<file path="src/rtl/trap_sequencer.sv">
// M-mode trap entry / MRET exit sequencer.
// Arbitrates traps, drains the pipe, strobes the CSR commit and redirects fetch.
module trap_sequencer #(
  parameter int XLEN          = 32,
  parameter int DRAIN_TIMEOUT = 16
) (
  input  logic            clk,
  input  logic            nrst,
  input  logic [5:0]      exc_vec,
  input  logic [XLEN-1:0] exc_pc,
  input  logic [XLEN-1:0] exc_addr,
  input  logic [2:0]      irq_lines,
  input  logic [XLEN-1:0] csr_mie,
  input  logic            csr_mstatus_mie,
  input  logic [XLEN-1:0] csr_mtvec,
  input  logic [XLEN-1:0] csr_mepc,
  input  logic [XLEN-1:0] next_pc,
  input  logic            mret_req,
  input  logic            pipe_idle,
  output logic            busy,
  output logic            flush,
  output logic            trap_commit,
  output logic [XLEN-1:0] trap_cause,
  output logic [XLEN-1:0] trap_epc,
  output logic [XLEN-1:0] trap_tval,
  output logic            mret_commit,
  output logic            redirect_valid,
  output logic [XLEN-1:0] redirect_pc,
  output logic            drain_timeout
);

  localparam int CW = $clog2(DRAIN_TIMEOUT);
  localparam logic [CW-1:0] CNT_MAX = CW'(DRAIN_TIMEOUT - 1);

  typedef enum logic [1:0] {
    S_IDLE,
    S_DRAIN,
    S_COMMIT,
    S_REDIRECT
  } state_e;

  state_e          state_q, state_d;
  logic [CW-1:0]   cnt_q, cnt_d;
  logic [XLEN-1:0] cause_q, cause_d;
  logic [XLEN-1:0] epc_q, epc_d;
  logic [XLEN-1:0] tval_q, tval_d;
  logic            mret_q, mret_d;
  logic            tmo_q, tmo_d;

  // enabled interrupts ordered {mei, msi, mti}
  logic [2:0] irq_en;
  assign irq_en = {irq_lines[2] & csr_mie[11],
                   irq_lines[0] & csr_mie[3],
                   irq_lines[1] & csr_mie[7]}
                & {3{csr_mstatus_mie}};

  logic unused_mie;
  assign unused_mie = ^{csr_mie[XLEN-1:12], csr_mie[10:8],
                        csr_mie[6:4], csr_mie[2:0]};

  // state and latched trap context
  always_ff @(posedge clk or negedge nrst) begin
    if (!nrst) begin
      state_q <= S_IDLE;
      cnt_q   <= '0;
      cause_q <= '0;
      epc_q   <= '0;
      tval_q  <= '0;
      mret_q  <= 1'b0;
      tmo_q   <= 1'b0;
    end else begin
      state_q <= state_d;
      cnt_q   <= cnt_d;
      cause_q <= cause_d;
      epc_q   <= epc_d;
      tval_q  <= tval_d;
      mret_q  <= mret_d;
      tmo_q   <= tmo_d;
    end
  end

  // arbitration and sequencing
  always_comb begin
    state_d = state_q;
    cnt_d   = cnt_q;
    cause_d = cause_q;
    epc_d   = epc_q;
    tval_d  = tval_q;
    mret_d  = mret_q;
    tmo_d   = tmo_q;
    case (state_q)
      S_IDLE: begin
        if (|exc_vec) begin
          state_d = S_DRAIN;
          cnt_d   = '0;
          mret_d  = 1'b0;
          epc_d   = exc_pc;
          tval_d  = '0;
          if (exc_vec[0]) begin
            cause_d = XLEN'(0);
            tval_d  = exc_pc;
          end else if (exc_vec[1]) begin
            cause_d = XLEN'(2);
          end else if (exc_vec[2]) begin
            cause_d = XLEN'(3);
          end else if (exc_vec[3]) begin
            cause_d = XLEN'(11);
          end else if (exc_vec[4]) begin
            cause_d = XLEN'(4);
            tval_d  = exc_addr;
          end else begin
            cause_d = XLEN'(6);
            tval_d  = exc_addr;
          end
        end else if (|irq_en) begin
          state_d = S_DRAIN;
          cnt_d   = '0;
          mret_d  = 1'b0;
          epc_d   = next_pc;
          tval_d  = '0;
          if (irq_en[2])
            cause_d = {1'b1, (XLEN-1)'(11)};
          else if (irq_en[1])
            cause_d = {1'b1, (XLEN-1)'(3)};
          else
            cause_d = {1'b1, (XLEN-1)'(7)};
        end else if (mret_req) begin
          state_d = S_DRAIN;
          cnt_d   = '0;
          mret_d  = 1'b1;
        end
      end
      S_DRAIN: begin
        cnt_d = cnt_q + 1'b1;
        if (pipe_idle || cnt_q == CNT_MAX) begin
          state_d = mret_q ? S_REDIRECT : S_COMMIT;
          if (!pipe_idle) tmo_d = 1'b1;
        end
      end
      S_COMMIT:   state_d = S_REDIRECT;
      S_REDIRECT: state_d = S_IDLE;
      default:    state_d = S_IDLE;
    endcase
  end

  // fetch redirect target
  always_comb begin
    redirect_pc = '0;
    if (state_q == S_REDIRECT) begin
      if (mret_q)
        redirect_pc = csr_mepc;
      else if (csr_mtvec[1:0] == 2'b01 && cause_q[XLEN-1])
        redirect_pc = {csr_mtvec[XLEN-1:2], 2'b00}
                    + {cause_q[XLEN-3:0], 2'b00};
      else
        redirect_pc = {csr_mtvec[XLEN-1:2], 2'b00};
    end
  end

  assign busy           = state_q != S_IDLE;
  assign flush          = state_q == S_DRAIN;
  assign trap_commit    = state_q == S_COMMIT;
  assign redirect_valid = state_q == S_REDIRECT;
  assign mret_commit    = redirect_valid & mret_q;
  assign trap_cause     = cause_q;
  assign trap_epc       = epc_q;
  assign trap_tval      = tval_q;
  assign drain_timeout  = tmo_q;

endmodule

</file>
<file path="config.mk">
export PLATFORM = sky130hd
export DESIGN_NAME = trap_sequencer
export DESIGN_NICKNAME = d
export VERILOG_FILES = /design/src/rtl/trap_sequencer.sv
export SDC_FILE = /design/constraint.sdc
export NUM_CORES = 1
export LEC_CHECK = 0
export CORE_AREA = 2 2 131 133
export CTS_CLUSTER_DIAMETER = 120
export DETAILED_ROUTE_END_ITERATION = 6
export DIE_AREA = 0 0 133 135
export PLACE_DENSITY_LB_ADDON = 0.15
export SKIP_LAST_GASP = 1
export SYNTH_ARGS = -nofsm -noshare
export SYNTH_HDL_FRONTEND = slang
export SYNTH_SLANG_ARGS = --single-unit
</file>
<file path="constraint.sdc">
create_clock -name clk -period 8 [get_ports clk]
set_input_delay 1.6 -clock clk [delete_from_list [all_inputs] [get_ports clk]]
set_output_delay 1.6 -clock clk [all_outputs]
set_load 0.1 [all_outputs]
</file>
==> impl_metrics.xml, run 1 <==
<?xml version="1.0" encoding="UTF-8"?>
<metrics>
  <group name="setup_path">
    <metric name="cp_data_required_time" unit="ns">6.40</metric>
    <metric name="critPathCaptureType" unit="">output pin</metric>
    <metric name="crit_type" unit="">input port to output pin</metric>
    <metric name="timing.critical_path.from" unit="">csr_mtvec[2]</metric>
    <metric name="r2r_end" unit="">trap_cause[0]</metric>
    <metric name="cp_startpoint_kind" unit="">input port</metric>
    <metric name="crit_end" unit="">redirect_pc[12]</metric>
    <metric name="crit-reg2reg-launch" unit="">state_q[0]</metric>
    <metric name="reg2reg_setup_slack" unit="ns">6.01</metric>
    <metric name="cp.arrival" unit="ns">5.23</metric>
    <metric name="ff2ff_path_depth" unit="">5</metric>
    <metric name="worst-path-max-fanout" unit="">9</metric>
  </group>
  <group name="routing">
    <metric name="drt_wl_total" unit="mm">17.1</metric>
    <metric name="antenna_left" unit="">0</metric>
    <metric name="dr.pass1.iters" unit="">4</metric>
    <metric name="post_drt_via_cell_ratio" unit="">4.91</metric>
    <metric name="route.detailed.wl_per_inst" unit="um">16.2</metric>
    <metric name="vias_post_dr" unit="">5158</metric>
    <metric name="drc" unit="">0</metric>
    <metric name="drtIter0Drc" unit="">195</metric>
  </group>
  <group name="clocking">
    <metric name="cts.root.buffer_cell" unit="">sky130_fd_sc_hd__clkbuf_16</metric>
    <metric name="clock_tree_from_tritoncts" unit="">built</metric>
    <metric name="cts_made_buffers" unit="">9</metric>
    <metric name="post_cts.resized_instances" unit="">0</metric>
    <metric name="post-cts-setup-buffer-count" unit="">0</metric>
    <metric name="post_cts_hold_buffer_count" unit="">0</metric>
    <metric name="clkTransAtPathRegs" unit="ns">0.06</metric>
    <metric name="clkLatencyLatePin" unit="ns">0.34</metric>
    <metric name="clock_tree.buffer_depth" unit="">2</metric>
    <metric name="clock-sinks" unit="">77</metric>
    <metric name="cts-htree-levels" unit="">3</metric>
  </group>
  <group name="power">
    <metric name="leakage" unit="nW">3.25</metric>
    <metric name="ir_worst_vdd" unit="uV">368</metric>
    <metric name="power.density_cell_area" unit="nW/um2">467</metric>
    <metric name="fin_total_pwr" unit="mW">3.79</metric>
  </group>
  <group name="grt">
    <metric name="vias_in_the_first_global_route" unit="">4944</metric>
    <metric name="grt_antenna_before_repair" unit="">0</metric>
    <metric name="grt_max_degree" unit="">122</metric>
    <metric name="global_route_wire_length_before_repair" unit="mm">25.9</metric>
    <metric name="global_route.usage.total" unit="%">18.3</metric>
    <metric name="globalRouteOverflowTotal" unit="">0</metric>
  </group>
  <group name="final_layout">
    <metric name="syn_to_final_growth" unit="%">63.1</metric>
    <metric name="layout-drive-gt1-share" unit="%">6.39</metric>
    <metric name="diodes" unit="">0</metric>
    <metric name="num-fill-cells" unit="">1545</metric>
    <metric name="seq_area" unit="um2">1930</metric>
    <metric name="multi_input_area" unit="um2">2710</metric>
    <metric name="design.final.nets" unit="">1041</metric>
  </group>
  <group name="floorplanning">
    <metric name="initial_core_util" unit="%">30.3</metric>
    <metric name="io_pins" unit="">340</metric>
    <metric name="core-area" unit="um2">16400</metric>
    <metric name="row_count" unit="">47</metric>
    <metric name="die_height" unit="um">135</metric>
    <metric name="fp.dieW" unit="um">133</metric>
    <metric name="die_footprint" unit="um2">18000</metric>
  </group>
  <group name="synthesis">
    <metric name="synth_top_area_share" unit="%">38.8</metric>
    <metric name="syn_inst" unit="">565</metric>
    <metric name="synth_simple_gate_area_share" unit="%">16.3</metric>
    <metric name="count_of_unique_library_cells_instantiated_by_yosys" unit="">59</metric>
    <metric name="synth_compound_gate_area_share" unit="%">23.3</metric>
    <metric name="postSynthAreaPerCell" unit="um2">8.79</metric>
    <metric name="yosys_most_used_dff" unit="">sky130_fd_sc_hd__dfrtp_1</metric>
    <metric name="largest_area_contributor_in_the_netlist" unit="">sky130_fd_sc_hd__dfrtp_1</metric>
    <metric name="synthAdderAreaFrac" unit="%">2.67</metric>
    <metric name="proportion_of_synthesized_chip_area_in_sequential_cells" unit="%">38.8</metric>
    <metric name="synthesis.area" unit="um2">4970</metric>
    <metric name="synth_enable_flop_cells" unit="">0</metric>
    <metric name="netlist_top_cells_count" unit="">90 x sky130_fd_sc_hd__o21ai_0, 83 x sky130_fd_sc_hd__nand2_1, 77 x sky130_fd_sc_hd__dfrtp_1</metric>
    <metric name="yosys.cell_count.top_type" unit="">sky130_fd_sc_hd__o21ai_0</metric>
    <metric name="postSynthRegisterBits" unit="">77</metric>
    <metric name="top_post_synthesis_cells_by_area" unit="">sky130_fd_sc_hd__dfrtp_1 39%, sky130_fd_sc_hd__o21ai_0 9.1%, sky130_fd_sc_hd__nand2_1 6.3%</metric>
    <metric name="synth_top_family_by_area" unit="">compound AO/OA/AOI/OAI gates</metric>
    <metric name="synth_xor_area_share" unit="%">3.70</metric>
    <metric name="yosys_warnings" unit="">0</metric>
    <metric name="synth-async-reset-ratio" unit="%">100</metric>
    <metric name="muxShareOfSynthArea" unit="%">6.47</metric>
  </group>
  <group name="timing">
    <metric name="timing.final.max_slew_violations" unit="">0</metric>
    <metric name="finalCriticalPeriod" unit="ns">6.83</metric>
    <metric name="grt_setup_unrepaired" unit="">false</metric>
    <metric name="fin_worst_hold_slack" unit="ns">0.476</metric>
    <metric name="max_freq" unit="MHz">147</metric>
    <metric name="setup_viol" unit="">0</metric>
    <metric name="final.period_utilization" unit="%">85.3</metric>
    <metric name="timing_hold_violations_final" unit="">0</metric>
    <metric name="max_slew.worst_pin.slew" unit="ns">1.05</metric>
    <metric name="final.setup_skew" unit="ns">0.0111</metric>
    <metric name="timing.slew.headroom" unit="%">29.5</metric>
    <metric name="setup-tns-final" unit="ns">0</metric>
  </group>
  <group name="placement">
    <metric name="portBuffers" unit="">283</metric>
    <metric name="gp_routability_congestion" unit="">0.819</metric>
    <metric name="dp.final_hpwl" unit="mm">13.0</metric>
  </group>
  <group name="run">
    <metric name="max_cap_violations" unit="">0</metric>
  </group>
  <group name="min_path">
    <metric name="type_of_the_tightest_min_delay_check" unit="">flip-flop to flip-flop</metric>
  </group>
  <group name="run_status">
    <metric name="outcome" unit="">finished clean</metric>
  </group>
</metrics>
[worst min-delay path by stage]
| stage | cells past startpoint | slack, ns | to | from |
|---|---|---|---|---|
| 2_1_floorplan | 1 | 0.49 | cnt_q[1] | cnt_q[1] |
| 3_3_place_gp | 2 | 0.46 | trap_epc[17] | trap_epc[17] |
| 3_5_place_dp | 2 | 0.47 | trap_tval[0] | trap_tval[0] |
| 4_1_cts | 2 | 0.48 | trap_tval[0] | trap_tval[0] |
| 5_1_grt | 2 | 0.50 | trap_tval[19] | trap_tval[19] |
| 6_report | 2 | 0.48 | trap_epc[5] | trap_epc[5] |
[area by class of cell]
cell class	count	area share (%)
clock buffers	9	2.78
clock inverters	7	1.02
inverters	10	0.463
multi-input cells	438	33.5
flip-flops and latches	77	23.8
well taps	220	3.40
repair buffers	289	35.1
[per-layer routing]
metal	global-route usage [%]	vias to the layer above	wire length, um	part of all wire (%)
li1	-	2513	-	-
met1	21.1	2393	6770	40
met2	32.2	231	8500	50
met3	5.93	21	1520	8.9
met4	5.73	0	265	1.6
met5	0	-	0	0
[stage by stage]
| step | instances | worst slack [ns] | util [%] | cell area, um2 |
|---|---|---|---|---|
| 2_1_floorplan | 591 | 1.02 | - | 5070 |
| 3_3_place_gp | 1034 | 1.29 | 47.5 | 7790 |
| 3_5_place_dp | 1034 | 1.23 | 47.5 | 7790 |
| 4_1_cts | 1050 | 1.21 | 49.4 | 8100 |
| 5_1_grt | 1050 | 0.932 | 49.4 | 8100 |
| 6_report | 1050 | 1.17 | 49.4 | 8100 |
[state kept, by name, summed over array words and instances (netlist names)]
register	cells
trap_tval	32
mret_q	1
drain_timeout	1
state_q	2
trap_epc	32
trap_cause	5
cnt_q	4
[power breakdown]
part           switching, mW  total (mW)  internal, mW
clock                  0.180       0.427         0.247
combinational           2.11        2.71         0.594
sequential             0.100       0.650         0.549
[cell usage in the layout (no fill, tap or decap), types with 12 or more instances in the layout]
cell                              instances
sky130_fd_sc_hd__o21ai_0                 90
sky130_fd_sc_hd__buf_4                   25
sky130_fd_sc_hd__nand3_1                 14
sky130_fd_sc_hd__conb_1                  27
sky130_fd_sc_hd__clkdlybuf4s50_1        263
sky130_fd_sc_hd__nand2_1                 83
sky130_fd_sc_hd__a21oi_1                 24
sky130_fd_sc_hd__xor2_1                  16
sky130_fd_sc_hd__a22oi_1                 33
sky130_fd_sc_hd__nand4_1                 12
sky130_fd_sc_hd__mux2i_1                 31
sky130_fd_sc_hd__dfrtp_1                 77
[worst max-delay path: stages]
cell and delay, ns:
sky130_fd_sc_hd__clkdlybuf4s50_1 0.49, sky130_fd_sc_hd__ha_1 0.18, sky130_fd_sc_hd__inv_1 0.05, sky130_fd_sc_hd__fa_1 0.39, sky130_fd_sc_hd__nand2b_1 0.19, sky130_fd_sc_hd__a21oi_1 0.64
sky130_fd_sc_hd__nand4_1 0.20, sky130_fd_sc_hd__xor2_1 0.19, sky130_fd_sc_hd__a21oi_1 0.15, sky130_fd_sc_hd__clkdlybuf4s50_1 1.15
[cell families (layout without fill, tap and decap cells)]
logic type      Yosys count  count (layout)
compound gates          187             187
buf+inv                  76             315
flops                    77              77
other cells               1              27
xor+xnor                 21              21
simple gates            161             161
fa+ha+maj                10              10
mux                      32              32
Note: power is estimated with default switching activity, not from simulation.
==> run 2, diff against run 1 <==
- MAX_ROUTING_LAYER: unset -> met4
==> run 2 against run 1 <==
  * Via count down 0.35%
  * Flip-flop and latch count stayed put
  * Clock power about the same
  * Die area is the same
  * Total power hardly changed
  * Critical endpoint unchanged
  * Largest power group unchanged
  * Highest routed layer unchanged
==> impl_metrics.xml, run 2 (same netlist as run 1, synthesis figures left out) <==
<?xml version="1.0" encoding="UTF-8"?>
<metrics>
  <group name="run_status">
    <metric name="outcome" unit="">finished clean</metric>
  </group>
  <group name="placement">
    <metric name="place_inst" unit="">1034</metric>
    <metric name="dpl_cell_area" unit="um2">7790</metric>
    <metric name="dp.final_hpwl" unit="mm">13.0</metric>
    <metric name="portBuffers" unit="">283</metric>
    <metric name="gp_routability_congestion" unit="">0.832</metric>
  </group>
  <group name="final_layout">
    <metric name="fin_cells" unit="">1050</metric>
    <metric name="fin_area" unit="um2">8100</metric>
    <metric name="final_util" unit="%">49.4</metric>
    <metric name="layout-drive-gt1-share" unit="%">6.39</metric>
    <metric name="design.final.nets" unit="">1041</metric>
    <metric name="most-common-layout-cells" unit="">263 x sky130_fd_sc_hd__clkdlybuf4s50_1, 90 x sky130_fd_sc_hd__o21ai_0, 83 x sky130_fd_sc_hd__nand2_1, 77 x sky130_fd_sc_hd__dfrtp_1, 33 x sky130_fd_sc_hd__a22oi_1</metric>
    <metric name="num-fill-cells" unit="">1545</metric>
    <metric name="layout_commonest_cell" unit="">sky130_fd_sc_hd__clkdlybuf4s50_1</metric>
    <metric name="syn_to_final_growth" unit="%">63.1</metric>
    <metric name="diodes" unit="">0</metric>
  </group>
  <group name="setup_path">
    <metric name="r2r_end" unit="">trap_cause[0]</metric>
    <metric name="timing.critical_path.from" unit="">csr_mtvec[2]</metric>
    <metric name="reg2reg_setup_slack" unit="ns">6.00</metric>
    <metric name="cp_data_required_time" unit="ns">6.40</metric>
    <metric name="critPathCaptureType" unit="">output pin</metric>
    <metric name="worst_path_max_delay_cell" unit="">sky130_fd_sc_hd__clkdlybuf4s50_1</metric>
    <metric name="crit_end" unit="">redirect_pc[12]</metric>
    <metric name="worst-path-max-fanout" unit="">9</metric>
    <metric name="cp.arrival" unit="ns">5.23</metric>
    <metric name="cp_startpoint_kind" unit="">input port</metric>
    <metric name="ff2ff_path_depth" unit="">5</metric>
    <metric name="cp_slowest_stage_delay" unit="ns">1.15</metric>
    <metric name="crit_path_cell_trace" unit="">clkdlybuf4s50_1, ha_1, inv_1, fa_1, nand2b_1, a21oi_1, nand4_1, xor2_1, a21oi_1, clkdlybuf4s50_1</metric>
    <metric name="crit-reg2reg-launch" unit="">state_q[0]</metric>
    <metric name="crit_type" unit="">input port to output pin</metric>
  </group>
  <group name="routing">
    <metric name="drt_wl_total" unit="mm">17.1</metric>
    <metric name="detailroute.wirelength.met3" unit="mm">1.33</metric>
    <metric name="route.detailed.wl_per_inst" unit="um">16.2</metric>
    <metric name="drtIter0Drc" unit="">180</metric>
    <metric name="dr.pass1.iters" unit="">6</metric>
    <metric name="route.top_layer_used" unit="">met4</metric>
    <metric name="drc" unit="">0</metric>
    <metric name="wl_met1" unit="mm">6.95</metric>
    <metric name="vias_post_dr" unit="">5140</metric>
    <metric name="met2_length" unit="mm">8.48</metric>
    <metric name="antenna_left" unit="">0</metric>
    <metric name="post_drt_via_cell_ratio" unit="">4.90</metric>
  </group>
  <group name="clocking">
    <metric name="cts_made_buffers" unit="">9</metric>
    <metric name="post_cts.resized_instances" unit="">0</metric>
    <metric name="clock_tree_from_tritoncts" unit="">built</metric>
    <metric name="clock_tree.buffer_depth" unit="">2</metric>
    <metric name="clock-sinks" unit="">77</metric>
    <metric name="post_cts_hold_buffer_count" unit="">0</metric>
    <metric name="cts-htree-levels" unit="">3</metric>
    <metric name="clkTransAtPathRegs" unit="ns">0.07</metric>
    <metric name="cts.root.buffer_cell" unit="">sky130_fd_sc_hd__clkbuf_16</metric>
    <metric name="post-cts-setup-buffer-count" unit="">0</metric>
    <metric name="clkLatencyLatePin" unit="ns">0.35</metric>
  </group>
  <group name="grt">
    <metric name="vias_in_the_first_global_route" unit="">4963</metric>
    <metric name="global_route_wire_length_before_repair" unit="mm">25.8</metric>
    <metric name="grt_antenna_before_repair" unit="">0</metric>
    <metric name="grt_max_degree" unit="">122</metric>
    <metric name="globalRouteOverflowTotal" unit="">0</metric>
    <metric name="global_route.usage.total" unit="%">18.8</metric>
  </group>
  <group name="timing">
    <metric name="grt_setup_unrepaired" unit="">false</metric>
    <metric name="max_freq" unit="MHz">147</metric>
    <metric name="finalCriticalPeriod" unit="ns">6.83</metric>
    <metric name="timing.slew.headroom" unit="%">29.5</metric>
    <metric name="final.setup_skew" unit="ns">0.0102</metric>
    <metric name="setup_viol" unit="">0</metric>
    <metric name="timing_hold_violations_final" unit="">0</metric>
    <metric name="setup-tns-final" unit="ns">0</metric>
    <metric name="timing.final.max_slew_violations" unit="">0</metric>
    <metric name="final.period_utilization" unit="%">85.3</metric>
    <metric name="max_slew.worst_pin.slew" unit="ns">1.05</metric>
  </group>
  <group name="run">
    <metric name="max_cap_violations" unit="">0</metric>
  </group>
  <group name="floorplanning">
    <metric name="row_count" unit="">47</metric>
    <metric name="die_footprint" unit="um2">18000</metric>
    <metric name="io_pins" unit="">340</metric>
    <metric name="initial_core_util" unit="%">30.3</metric>
    <metric name="die_height" unit="um">135</metric>
    <metric name="fp.dieW" unit="um">133</metric>
    <metric name="core-area" unit="um2">16400</metric>
  </group>
  <group name="min_path">
    <metric name="type_of_the_tightest_min_delay_check" unit="">flip-flop to flip-flop</metric>
  </group>
  <group name="power">
    <metric name="leakage" unit="nW">3.25</metric>
    <metric name="power.density_cell_area" unit="nW/um2">467</metric>
    <metric name="ir_worst_vdd" unit="uV">368</metric>
  </group>
</metrics>
==> run 2: worst min-delay path by stage <==
stage	startpoint	to	slack [ns]	cells after the start
final	trap_tval[0]	trap_tval[0]	0.48	2
after global routing	trap_tval[19]	trap_tval[19]	0.50	2
after CTS	trap_tval[0]	trap_tval[0]	0.48	2
after detailed placement	trap_tval[0]	trap_tval[0]	0.47	2
after global placement	trap_epc[17]	trap_epc[17]	0.46	2
after floorplan	cnt_q[1]	cnt_q[1]	0.49	1
==> run 2: critical path, delay by kind of cell <==
family,cells,cell delay (ns)
xor gates and xnor gates,1,0.19
adders and majority gates,2,0.57
and+or+nand+nor,2,0.39
buffers and inverters,3,1.70
AOI/OAI and AO/OA,2,0.78
==> run 2: final cells by class <==
cell class / instances / area, um2 / area share (%)
Timing Repair Buffer: 289 / 2840 / 35.1
Clock inverter: 7 / 82.6 / 1.02
Inverter: 10 / 37.5 / 0.463
Sequential cell: 77 / 1930 / 23.8
Tap cell: 220 / 275 / 3.40
Multi-Input combinational cell: 438 / 2710 / 33.5
Clock buffer: 9 / 225 / 2.78
==> run 2: per-stage QoR <==
stage | setup WS, ns | power [mW] | hold WS (ns)
4_1_cts | 1.21 | 3.82 | 0.479
5_1_grt | 0.932 | 3.95 | 0.503
2_1_floorplan | 1.02 | 2.74 | 0.492
3_3_place_gp | 1.29 | 3.35 | 0.461
3_5_place_dp | 1.23 | 3.38 | 0.468
6_report | 1.17 | 3.79 | 0.475
==> run 2: layer usage <==
metal / vias up / global-route usage [%]
met5: - / -
met4: 0 / 5.91
met3: 19 / 4.99
met2: 220 / 32.3
met1: 2391 / 21.6
li1: 2510 / -
==> run 2: power by group <==
| group | switching [mW] | internal [mW] |
|---|---|---|
| sequential | 0.100 | 0.549 |
| clock | 0.180 | 0.247 |
| combinational | 2.12 | 0.594 |
